## config.mk

```make
export PLATFORM = sky130hd
export DESIGN_NAME = square_display
export DESIGN_NICKNAME = d
export VERILOG_FILES = /design/src/rtl/square_display_pkg.sv /design/src/rtl/vga_timing.sv /design/src/rtl/square_display.sv
export SDC_FILE = /design/constraint.sdc
export NUM_CORES = 1
export LEC_CHECK = 0
export CORE_ASPECT_RATIO = 0.7
export CORE_MARGIN = 1
export CORE_UTILIZATION = 45
export CTS_BUF_LIST = sky130_fd_sc_hd__clkbuf_4 sky130_fd_sc_hd__clkbuf_8
export CTS_CLUSTER_DIAMETER = 40
export CTS_CLUSTER_SIZE = 14
export DETAILED_ROUTE_END_ITERATION = 7
export SKIP_LAST_GASP = 1
export SLEW_MARGIN = 15
export SYNTH_ARGS = -nofsm -noshare
export SYNTH_HDL_FRONTEND = slang
export SYNTH_SLANG_ARGS = --single-unit
```

## constraint.sdc

```tcl
create_clock -name clk -period 2.2 [get_ports clk]
set_clock_uncertainty 0.15 [all_clocks]
set_input_delay 0.55 -clock clk [delete_from_list [all_inputs] [get_ports clk]]
set_output_delay 0.55 -clock clk [all_outputs]
set_load 0.1 [all_outputs]
```

## src/rtl/square_display_pkg.sv

```systemverilog
// Shared constants and types for the square_display block.
//
// Default 640x480@60 Hz timing (25 MHz pixel clock), derived totals and
// counter widths, and the quadrant index used by the square decoder.
// The quadrant encoding is {bottom, right}, so it indexes the `squares`
// mask directly: bit0 top-left, bit1 top-right, bit2 bottom-left,
// bit3 bottom-right.
package square_display_pkg;

    localparam int DEF_H_ACTIVE = 640;
    localparam int DEF_H_FP     = 16;
    localparam int DEF_H_SYNC   = 96;
    localparam int DEF_H_BP     = 48;
    localparam int DEF_V_ACTIVE = 480;
    localparam int DEF_V_FP     = 10;
    localparam int DEF_V_SYNC   = 2;
    localparam int DEF_V_BP     = 33;
    localparam int DEF_SQ_SIZE  = 160;

    localparam int DEF_H_TOTAL = DEF_H_ACTIVE + DEF_H_FP + DEF_H_SYNC + DEF_H_BP;
    localparam int DEF_V_TOTAL = DEF_V_ACTIVE + DEF_V_FP + DEF_V_SYNC + DEF_V_BP;
    localparam int DEF_H_CNT_W = $clog2(DEF_H_TOTAL);
    localparam int DEF_V_CNT_W = $clog2(DEF_V_TOTAL);

    typedef enum logic [1:0] {
        QUAD_TL = 2'd0,
        QUAD_TR = 2'd1,
        QUAD_BL = 2'd2,
        QUAD_BR = 2'd3
    } quad_e;

    // Map "pixel is in the right half" / "pixel is in the bottom half" to a quadrant.
    function automatic quad_e quad_of(input logic right, input logic bottom);
        return quad_e'({bottom, right});
    endfunction

endpackage

```

## src/rtl/vga_timing.sv

```systemverilog
// Raster timing generator for square_display.
//
// Free-running pixel (h_cnt_r) and line (v_cnt_r) counters plus the
// combinational decode of the sync windows, the active-area flag and the
// frame boundary strobes. Decode outputs are unregistered; the parent
// applies the single output register stage.
//
// Ports:
//   clk            pixel clock
//   rst            synchronous active-high reset (counters to 0,0)
//   h_cnt_r        pixel counter, 0..H_TOTAL-1
//   v_cnt_r        line counter, 0..V_TOTAL-1
//   hsync_s        active-low horizontal sync for the current count
//   vsync_s        active-low vertical sync for the current count
//   active_s       current count lies in the visible area
//   frame_start_s  current count is (0,0)
//   frame_end_s    current count is the last pixel of the frame
module vga_timing
    import square_display_pkg::*;
#(
    parameter int H_ACTIVE = DEF_H_ACTIVE,
    parameter int H_FP     = DEF_H_FP,
    parameter int H_SYNC   = DEF_H_SYNC,
    parameter int H_BP     = DEF_H_BP,
    parameter int V_ACTIVE = DEF_V_ACTIVE,
    parameter int V_FP     = DEF_V_FP,
    parameter int V_SYNC   = DEF_V_SYNC,
    parameter int V_BP     = DEF_V_BP,
    localparam int H_TOTAL = H_ACTIVE + H_FP + H_SYNC + H_BP,
    localparam int V_TOTAL = V_ACTIVE + V_FP + V_SYNC + V_BP,
    localparam int H_W     = $clog2(H_TOTAL),
    localparam int V_W     = $clog2(V_TOTAL)
) (
    input  logic           clk,
    input  logic           rst,
    output logic [H_W-1:0] h_cnt_r,
    output logic [V_W-1:0] v_cnt_r,
    output logic           hsync_s,
    output logic           vsync_s,
    output logic           active_s,
    output logic           frame_start_s,
    output logic           frame_end_s
);

    localparam logic [H_W-1:0] H_ONE_C    = H_W'(1);
    localparam logic [V_W-1:0] V_ONE_C    = V_W'(1);
    localparam logic [H_W-1:0] H_LAST_C   = H_W'(H_TOTAL - 1);
    localparam logic [V_W-1:0] V_LAST_C   = V_W'(V_TOTAL - 1);
    localparam logic [H_W-1:0] H_ACT_C    = H_W'(H_ACTIVE);
    localparam logic [V_W-1:0] V_ACT_C    = V_W'(V_ACTIVE);
    localparam logic [H_W-1:0] HS_FIRST_C = H_W'(H_ACTIVE + H_FP);
    localparam logic [H_W-1:0] HS_LAST_C  = H_W'(H_ACTIVE + H_FP + H_SYNC - 1);
    localparam logic [V_W-1:0] VS_FIRST_C = V_W'(V_ACTIVE + V_FP);
    localparam logic [V_W-1:0] VS_LAST_C  = V_W'(V_ACTIVE + V_FP + V_SYNC - 1);

    // Pixel and line counters; the line advances when the pixel count wraps.
    always_ff @(posedge clk) begin
        if (rst) begin
            h_cnt_r <= '0;
            v_cnt_r <= '0;
        end else if (h_cnt_r == H_LAST_C) begin
            h_cnt_r <= '0;
            if (v_cnt_r == V_LAST_C) begin
                v_cnt_r <= '0;
            end else begin
                v_cnt_r <= v_cnt_r + V_ONE_C;
            end
        end else begin
            h_cnt_r <= h_cnt_r + H_ONE_C;
        end
    end

    // Sync windows, visible area and frame boundary decode from the counters.
    always_comb begin
        hsync_s       = 1'b1;
        vsync_s       = 1'b1;
        active_s      = 1'b0;
        frame_start_s = 1'b0;
        frame_end_s   = 1'b0;

        if ((h_cnt_r >= HS_FIRST_C) && (h_cnt_r <= HS_LAST_C)) begin
            hsync_s = 1'b0;
        end else begin
            hsync_s = 1'b1;
        end

        if ((v_cnt_r >= VS_FIRST_C) && (v_cnt_r <= VS_LAST_C)) begin
            vsync_s = 1'b0;
        end else begin
            vsync_s = 1'b1;
        end

        active_s      = (h_cnt_r < H_ACT_C) && (v_cnt_r < V_ACT_C);
        frame_start_s = (h_cnt_r == '0) && (v_cnt_r == '0);
        frame_end_s   = (h_cnt_r == H_LAST_C) && (v_cnt_r == V_LAST_C);
    end

endmodule

```

## src/rtl/square_display.sv

```systemverilog
// Four-square VGA renderer.
//
// Shows the user logic's `color`/`squares` pair as a 2x2 grid of squares,
// each centred in its screen quadrant, on a 640x480@60 Hz raster. Inputs
// are latched on the last pixel of each frame so a frame never tears.
// Every output is registered: outputs in cycle t describe the raster
// position the counters held in cycle t-1.
//
// Build option: define SQUARE_OUTLINE_EN to draw unlit squares as a
// 1-pixel outline in the latched colour (lit squares stay filled).
//
// Ports:
//   clk          25 MHz pixel clock (only clock)
//   rst          synchronous active-high reset
//   color        {r,g,b} colour of lit squares
//   squares      lit-square mask (bit0 TL, bit1 TR, bit2 BL, bit3 BR)
//   hsync        active-low horizontal sync
//   vsync        active-low vertical sync
//   red/green/blue  pixel colour, 0 outside the visible area
//   frame_start  one-cycle pulse with output pixel (0,0)
module square_display
    import square_display_pkg::*;
#(
    parameter int H_ACTIVE = DEF_H_ACTIVE,
    parameter int H_FP     = DEF_H_FP,
    parameter int H_SYNC   = DEF_H_SYNC,
    parameter int H_BP     = DEF_H_BP,
    parameter int V_ACTIVE = DEF_V_ACTIVE,
    parameter int V_FP     = DEF_V_FP,
    parameter int V_SYNC   = DEF_V_SYNC,
    parameter int V_BP     = DEF_V_BP,
    parameter int SQ_SIZE  = DEF_SQ_SIZE
) (
    input  logic       clk,
    input  logic       rst,
    input  logic [2:0] color,
    input  logic [3:0] squares,
    output logic       hsync,
    output logic       vsync,
    output logic       red,
    output logic       green,
    output logic       blue,
    output logic       frame_start
);

    localparam int H_TOTAL = H_ACTIVE + H_FP + H_SYNC + H_BP;
    localparam int V_TOTAL = V_ACTIVE + V_FP + V_SYNC + V_BP;
    localparam int H_W     = $clog2(H_TOTAL);
    localparam int V_W     = $clog2(V_TOTAL);

    // Quadrant size and the square's span in quadrant-local coordinates.
    localparam int QW    = H_ACTIVE / 2;
    localparam int QH    = V_ACTIVE / 2;
    localparam int X_OFF = (QW - SQ_SIZE) / 2;
    localparam int Y_OFF = (QH - SQ_SIZE) / 2;

    localparam logic [H_W-1:0] QW_C   = H_W'(QW);
    localparam logic [V_W-1:0] QH_C   = V_W'(QH);
    localparam logic [H_W-1:0] X_LO_C = H_W'(X_OFF);
    localparam logic [H_W-1:0] X_HI_C = H_W'(X_OFF + SQ_SIZE - 1);
    localparam logic [V_W-1:0] Y_LO_C = V_W'(Y_OFF);
    localparam logic [V_W-1:0] Y_HI_C = V_W'(Y_OFF + SQ_SIZE - 1);

    logic [H_W-1:0] h_cnt_r;
    logic [V_W-1:0] v_cnt_r;
    logic           hsync_s;
    logic           vsync_s;
    logic           active_s;
    logic           frame_start_s;
    logic           frame_end_s;

    logic [2:0]     color_q_r;
    logic [3:0]     squares_q_r;

    logic [H_W-1:0] loc_x_s;
    logic [V_W-1:0] loc_y_s;
    quad_e          quad_s;
    logic           in_sq_s;
    logic           lit_s;
    logic [2:0]     rgb_s;

    logic           hsync_r;
    logic           vsync_r;
    logic [2:0]     rgb_r;
    logic           frame_start_r;

    vga_timing #(
        .H_ACTIVE (H_ACTIVE),
        .H_FP     (H_FP),
        .H_SYNC   (H_SYNC),
        .H_BP     (H_BP),
        .V_ACTIVE (V_ACTIVE),
        .V_FP     (V_FP),
        .V_SYNC   (V_SYNC),
        .V_BP     (V_BP)
    ) u_timing (
        .clk           (clk),
        .rst           (rst),
        .h_cnt_r       (h_cnt_r),
        .v_cnt_r       (v_cnt_r),
        .hsync_s       (hsync_s),
        .vsync_s       (vsync_s),
        .active_s      (active_s),
        .frame_start_s (frame_start_s),
        .frame_end_s   (frame_end_s)
    );

    // Frame latch: inputs captured on the last pixel so the next frame sees them whole.
    always_ff @(posedge clk) begin
        if (rst) begin
            color_q_r   <= 3'b001;
            squares_q_r <= 4'b0000;
        end else if (frame_end_s) begin
            color_q_r   <= color;
            squares_q_r <= squares;
        end else begin
            color_q_r   <= color_q_r;
            squares_q_r <= squares_q_r;
        end
    end

    // Quadrant selection and quadrant-local coordinates of the current pixel.
    always_comb begin
        loc_x_s = h_cnt_r;
        loc_y_s = v_cnt_r;
        quad_s  = quad_of(h_cnt_r >= QW_C, v_cnt_r >= QH_C);

        if (h_cnt_r >= QW_C) begin
            loc_x_s = h_cnt_r - QW_C;
        end else begin
            loc_x_s = h_cnt_r;
        end

        if (v_cnt_r >= QH_C) begin
            loc_y_s = v_cnt_r - QH_C;
        end else begin
            loc_y_s = v_cnt_r;
        end
    end

    // Square hit test and the latched enable bit of the quadrant in view.
    always_comb begin
        in_sq_s = (loc_x_s >= X_LO_C) && (loc_x_s <= X_HI_C) &&
                  (loc_y_s >= Y_LO_C) && (loc_y_s <= Y_HI_C);
        lit_s   = 1'b0;
        case (quad_s)
            QUAD_TL: lit_s = squares_q_r[0];
            QUAD_TR: lit_s = squares_q_r[1];
            QUAD_BL: lit_s = squares_q_r[2];
            QUAD_BR: lit_s = squares_q_r[3];
            default: lit_s = 1'b0;
        endcase
    end

`ifdef SQUARE_OUTLINE_EN
    logic on_edge_s;

    // Border ring of the square, used to outline unlit squares.
    always_comb begin
        on_edge_s = in_sq_s &&
                    ((loc_x_s == X_LO_C) || (loc_x_s == X_HI_C) ||
                     (loc_y_s == Y_LO_C) || (loc_y_s == Y_HI_C));
    end

    // Pixel colour: filled lit squares, outlined unlit squares, black elsewhere.
    always_comb begin
        rgb_s = 3'b000;
        if (active_s && in_sq_s && lit_s) begin
            rgb_s = color_q_r;
        end else if (active_s && on_edge_s) begin
            rgb_s = color_q_r;
        end else begin
            rgb_s = 3'b000;
        end
    end
`else
    // Pixel colour: filled lit squares, black elsewhere.
    always_comb begin
        rgb_s = 3'b000;
        if (active_s && in_sq_s && lit_s) begin
            rgb_s = color_q_r;
        end else begin
            rgb_s = 3'b000;
        end
    end
`endif

    // Single output register stage keeping sync, colour and frame pulse aligned.
    always_ff @(posedge clk) begin
        if (rst) begin
            hsync_r       <= 1'b1;
            vsync_r       <= 1'b1;
            rgb_r         <= 3'b000;
            frame_start_r <= 1'b0;
        end else begin
            hsync_r       <= hsync_s;
            vsync_r       <= vsync_s;
            rgb_r         <= rgb_s;
            frame_start_r <= frame_start_s;
        end
    end

    assign hsync       = hsync_r;
    assign vsync       = vsync_r;
    assign red         = rgb_r[2];
    assign green       = rgb_r[1];
    assign blue        = rgb_r[0];
    assign frame_start = frame_start_r;

endmodule

```

## Word-level counts from Yosys, hierarchy flattened

Index checks and enable logic that the tools add are counted.

- Register bits: 33
- Input port bits: 9
- Word-level logic and storage cells: 51

- $add $sub $neg: 4
- Eq/ne operators: 5
- $lt $le $gt $ge: 12
- Reductions and logical operators: 15
- Mux-type cells: 6
- Bitwise logic cells: 1

Operators by type and width:

| kind | count |
|---|---|
| 2-to-1 mux 10 bit | 3 |
| adder 10 x 1 -> 10 bit, second input constant | 2 |
| == test 10 bit, second input constant | 2 |
| >= comparator 10 x 9 -> 1 bit, second input constant | 2 |
| <= comparator 10 x 8 -> 1 bit, second input constant | 2 |
| zero test 10 bit | 2 |
| >= comparator 10 bit, second input constant | 1 |
| >= comparator 10 x 6 -> 1 bit, second input constant | 1 |
| >= comparator 10 x 7 -> 1 bit, second input constant | 1 |
| >= comparator 10 x 8 -> 1 bit, second input constant | 1 |
| <= comparator 10 bit, second input constant | 1 |
| <= comparator 10 x 9 -> 1 bit, second input constant | 1 |
| logical AND 1 bit | 10 |
| less-than comparator 10 bit, second input constant | 1 |
| less-than comparator 10 x 9 -> 1 bit, second input constant | 1 |
| subtractor 10 x 8 -> 10 bit, second input constant | 1 |
| subtractor 10 x 9 -> 10 bit, second input constant | 1 |
| == test 2 bit, second input constant | 2 |
| case mux 1 bit (4 select lines) | 1 |
| OR reduction 2 bit | 2 |
| == test 2 x 1 -> 1 bit, second input constant | 1 |
| zero test 2 bit | 1 |
| 2-to-1 mux 1 bit | 2 |
| NOT 1 bit | 1 |

## Depth between registers and ports, before layout

- Depth after elaboration: 10
- Depth in mapped cells: 9
- Gate-level depth less buffers: 7

## Modules after synthesis

From an unflattened synthesis, not the netlist that was laid out.

- Cell total of the unflattened synthesis: 223
- Area, all modules: 1931.9 sq um

By module, submodules not included:

| module | times used | cells an instance | sequential area each (sq um) | area each (sq um) |
|---|---|---|---|---|
| vga_timing | 1 | 134 | 400.4 | 1143.6 |
| square_display | 1 | 89 | 260.2 | 788.3 |

## Worst setup path before layout

Ideal clock, no wire load.

- Kind: reg2reg
- Start: register u_timing.v_cnt_r[4]
- End: register color_q_r[0]
- Required time: 1930 ps
- Stages on the path, launching flop included: 9
- Path buffers: 1
- Slack: 268 ps
- Arrival: 1662 ps
- Period minus slack after synthesis: 1932 ps
- Cell sequence: dfxtp_1 > buf_2 > inv_1 > ha_1 > and4bb_1 > nand4b_2 > nor2_4 > nor2b_1 > a211o_1

- Longest elaborated chain between the ends: 2

RTL lines:

| element | RTL line | source |
|---|---|---|
| start, declared | vga_timing.sv:37 | `output logic [V_W-1:0] v_cnt_r,` |
| start signal, assigned | vga_timing.sv:66 | `v_cnt_r <= v_cnt_r + V_ONE_C;` |
| == test 10 bit | vga_timing.sv:95 | `frame_end_s = (h_cnt_r == H_LAST_C) && (v_cnt_r == V_LAST_C);` |
| logical AND 1 bit | vga_timing.sv:95 |  |
| end signal, assigned | square_display.sv:114 | `color_q_r <= color;` |
| end signal, assigned | square_display.sv:117 | `color_q_r <= color_q_r;` |
| end, declared | square_display.sv:72 | `logic [2:0] color_q_r;` |

Every way passes these cells.
A chain may end at the register's enable or synchronous reset.

## Final worst setup path

- Start: register u_timing.h_cnt_r[8]
- End: register rgb_r[1]

- Longest elaborated chain between the ends: 10
- Elaborated cells between the ends (all ways): 19
- Classes of those cells: add/sub (1); order compare (4); eq/ne (3); mux (2); bitwise (1); reduce/logical (8)

RTL lines:

| element | RTL line | source |
|---|---|---|
| start, declared | vga_timing.sv:36 | `output logic [H_W-1:0] h_cnt_r,` |
| start signal, assigned | vga_timing.sv:69 | `h_cnt_r <= h_cnt_r + H_ONE_C;` |
| subtractor 10 x 9 -> 10 bit / >= comparator 10 x 9 -> 1 bit (equally long branches) | square_display.sv:129, square_display.sv:126, square_display.sv:128 |  |
| 2-to-1 mux 10 bit | square_display.sv:128 | `if (h_cnt_r >= QW_C) begin` |
| >= comparator 10 x 7 -> 1 bit / <= comparator 10 x 8 -> 1 bit (equally long branches) | square_display.sv:143 | `in_sq_s = (loc_x_s >= X_LO_C) && (loc_x_s <= X_HI_C) &&` |
| logical AND 1 bit (2 in series) | square_display.sv:143 |  |
| logical AND 1 bit | square_display.sv:144 | `(loc_y_s >= Y_LO_C) && (loc_y_s <= Y_HI_C);` |
| logical AND 1 bit | square_display.sv:180 | `if (active_s && in_sq_s && lit_s) begin` |
| logical AND 1 bit * | square_display.sv:180 |  |
| NOT 1 bit (no source line) * | -- |  |
| OR reduction 2 bit (no source line) * | -- |  |
| end signal, assigned | square_display.sv:198 | `rgb_r <= rgb_s;` |
| end, declared | square_display.sv:84 | `logic [2:0] rgb_r;` |

Every way passes the cells marked *; elsewhere a longest branch is shown, timed or not.

==> metrics.md <==
| Metric | Value |
|---|---|
| Status | finished, final reports clean |
| Detailed-route DRC error count | 0 |
| Largest family of logic cells by synthesized area | simple AND/OR/NAND/NOR gates |
| Most common cell in the synthesized netlist | dfxtp_1 |
| Ys async rst share | 0% |
| Leak | 0.000815 uW |
| Initial antenna violation count | 0 |
| Worst VDD drop | 0.290 mV |
| Global routing usage on met1 | 31.8% |
| Final min period | 1.99 ns |
| Synth unique cells | 58 |
| Synthesized-area fraction occupied by and/or/nand/nor cells | 25.7% |
| Mux cell area share after synthesis | 1.52% |
| YS warnings | 0 |
| H-tree depth | 2 |
| Hold Buf Count CTS | 0 |
| Num CTS Buffers | 5 |
| Die Y | 57.5 um |
| Compound-cell area share of the yosys netlist | 16.6% |
| Sequential element share of the synthesized area | 33.4% |
| CTS resizes | 0 |
| Root Driver | clkbuf_8 |
| Kind of start point of the critical path | flop |
| Nets | 268 |
| Met3 Resource Use GR | 6.72% |
| Fmax | 502 MHz |
| Hold path depth | 2 |
| Clock sink count | 33 |
| Clk buf depth | 2 |
| CP Class | reg2reg |
| Syn avg cell area | 8.76 sq um |
| Total Wirelength | 4.37 mm |
| Antenna diode count | 0 |
| Number of global-route vias before repair | 1558 |
| P&R area growth vs syn | 14.0% |
| Crit path arrival time | 2.04 ns |
| Pre-CTS setup slack | 0.108 ns |
| Setup Fix Bufs, Post-CTS | 0 |
| Power per Cell Area | 508 mW/mm^2 |
| Worst rel slew slack | 71.2% |
| Worst EP required | 2.25 ns |
| Finished Cell Area | 0.00226 sq mm |
| Final setup viols | 0 |
| First-pass GRT wire length | 7.65 mm |
| Mapped Area | 0.00198 sq mm |
| Dpl hpwl | 3.32 mm |
| Post-synth EDFFs | 0 |
| Row count | 19 |
| R2R depth | 5 |
| Gr usage total | 21.7% |
| Most Crowded Layer GR | met1 |
| I/O pins | 15 |
| Antenna Nets Post-Route | 0 |
| Register bit total from synthesis | 33 |
| Clock Latency Late Sink | 0.28 ns |
| Post-Synth Adder-Cell Area | 7.59% |
| Clock slew at reported path FFs | 0.07 ns |
| Area leader, netlist | dfxtp_1 |
| Die area | 0.00467 sq mm |
| Share of cells above drive strength 1 | 17.3% |
| First-iteration detailed-routing DRC count | 121 |
| Grt total ovfl | 0 |
| Unrepaired setup endpoints after global routing | no |
| Class of the worst hold path | reg2reg |
| Placed cell areas | 0.00216 sq mm |
| Cell count after synthesis | 226 |
| Actual slew at the worst max-slew pin | 0.432 ns |
| Largest net degree at the start of global routing | 12 |
| Core ar. | 0.00407 sq mm |
| Max-slew violations | 0 |
| Syn nets | 247 |
| Initial Utilization | 48.7% |
| Top-area cell type share of the netlist area | 33.4% |
| Via Count | 1646 |
| WL/cell | 14.6 um |
| GPL Wtd Cong | 0.923 |
| Synth Area in XOR/XNOR | 7.52% |
| Final Hold Fails | 0 |
| MaxCap Viol Count | 0 |
| Fin worst setup slack | 0.209 ns |
| GR met2 Demand/Resource | 30.7% |
| Die extent in x | 81.3 um |
| Setup crit end kind | flop |
| DR vias/cell | 5.49 |
| Crit Path Max Fanout | 9 |
| Top cells by area, synth | dfxtp_1 33%, ha_1 7.6%, nor2_1 5.3% |
| Top FF cell, synth | dfxtp_1 |
| Sum of negative setup slack | 0 ns |
| TritonRoute pass-1 iters | 4 |
| Final period util | 90.5% |
| Synth cell count leaders | 33 x dfxtp_1, 28 x nor2_1, 16 x o21ai_0 |
| CTS tree | yes |
| PortBufs | 14 |
[metrics by stage]
stage               util [%]  instances  hold slack [ns]  total power (uW)
floorplan                  -        226            0.279               661
global placement        53.2        292            0.307               686
detailed placement      53.2        292            0.308               688
CTS                     55.4        300            0.320              1150
global route            55.5        300            0.351              1200
finish                  55.5        300            0.316              1150
[cells by family after synthesis]
group / after synthesis
fa+ha+maj: 12
flops: 33
compound gates: 48
buf+inv: 25
simple gates: 88
mux: 3
xor+xnor: 17
[layout by cell type, fill, tap and decap left out, drive strengths merged, types with 3 or more instances in the layout]
cell,instances
xnor2,11
nor3,6
dfxtp,33
a21oi,9
buf,20
o21ai,16
nand2,14
nand4b,3
inv,11
nor2,29
nand4,4
nor4,4
mux2i,3
xor2,6
clkbuf,8
clkdlybuf4s50,8
nand3,13
ha,12
[registers in the layout (all words and copies together) (netlist names)]
register          count
color_q_r             3
frame_start           1
hsync                 1
rgb_r                 3
squares_q_r           4
u_timing.h_cnt_r     10
u_timing.v_cnt_r     10
vsync                 1
[worst paths after layout]
path | from | to | slack [ns]
min reg2reg | color_q_r[1]$_SDFFE_PP0P_ | rgb_r[1]$_SDFF_PP0_ | 0.32
min | color_q_r[1]$_SDFFE_PP0P_ | rgb_r[1]$_SDFF_PP0_ | 0.32
max | u_timing.h_cnt_r[8]$_SDFF_PP0_ | rgb_r[1]$_SDFF_PP0_ | 0.21
max reg2reg | u_timing.h_cnt_r[8]$_SDFF_PP0_ | rgb_r[1]$_SDFF_PP0_ | 0.21
[report_power, final]
part           total [uW]  switching [uW]  internal, uW
combinational        64.5            36.5          28.1
sequential            611            6.94           604
clock                 470             208           262
total                1150             251           894
[metal layers]
layer,vias to the layer above,wire [um]
li1,838,-
met1,758,2240
met2,46,1820
met3,4,288
met4,0,26
met5,-,0
[critical path: stages (launching register included)]
cell and delay (ns):
dfxtp_1 0.51, nor3b_1 0.26, nand4_1 0.23, a211o_1 0.35
a22o_1 0.22, nor3_1 0.19
[final cells by class]
| cell class | instances | area, sq um |
|---|---|---|
| fillers | 394 | 1810 |
| multi-input cells | 168 | 1170 |
| flip-flops and latches | 33 | 661 |
| repair buffers | 28 | 230 |
| clock buffers | 8 | 91.3 |
| well taps | 52 | 65.1 |
| inverters | 11 | 41.3 |
Power figures use the tool's default switching activity.
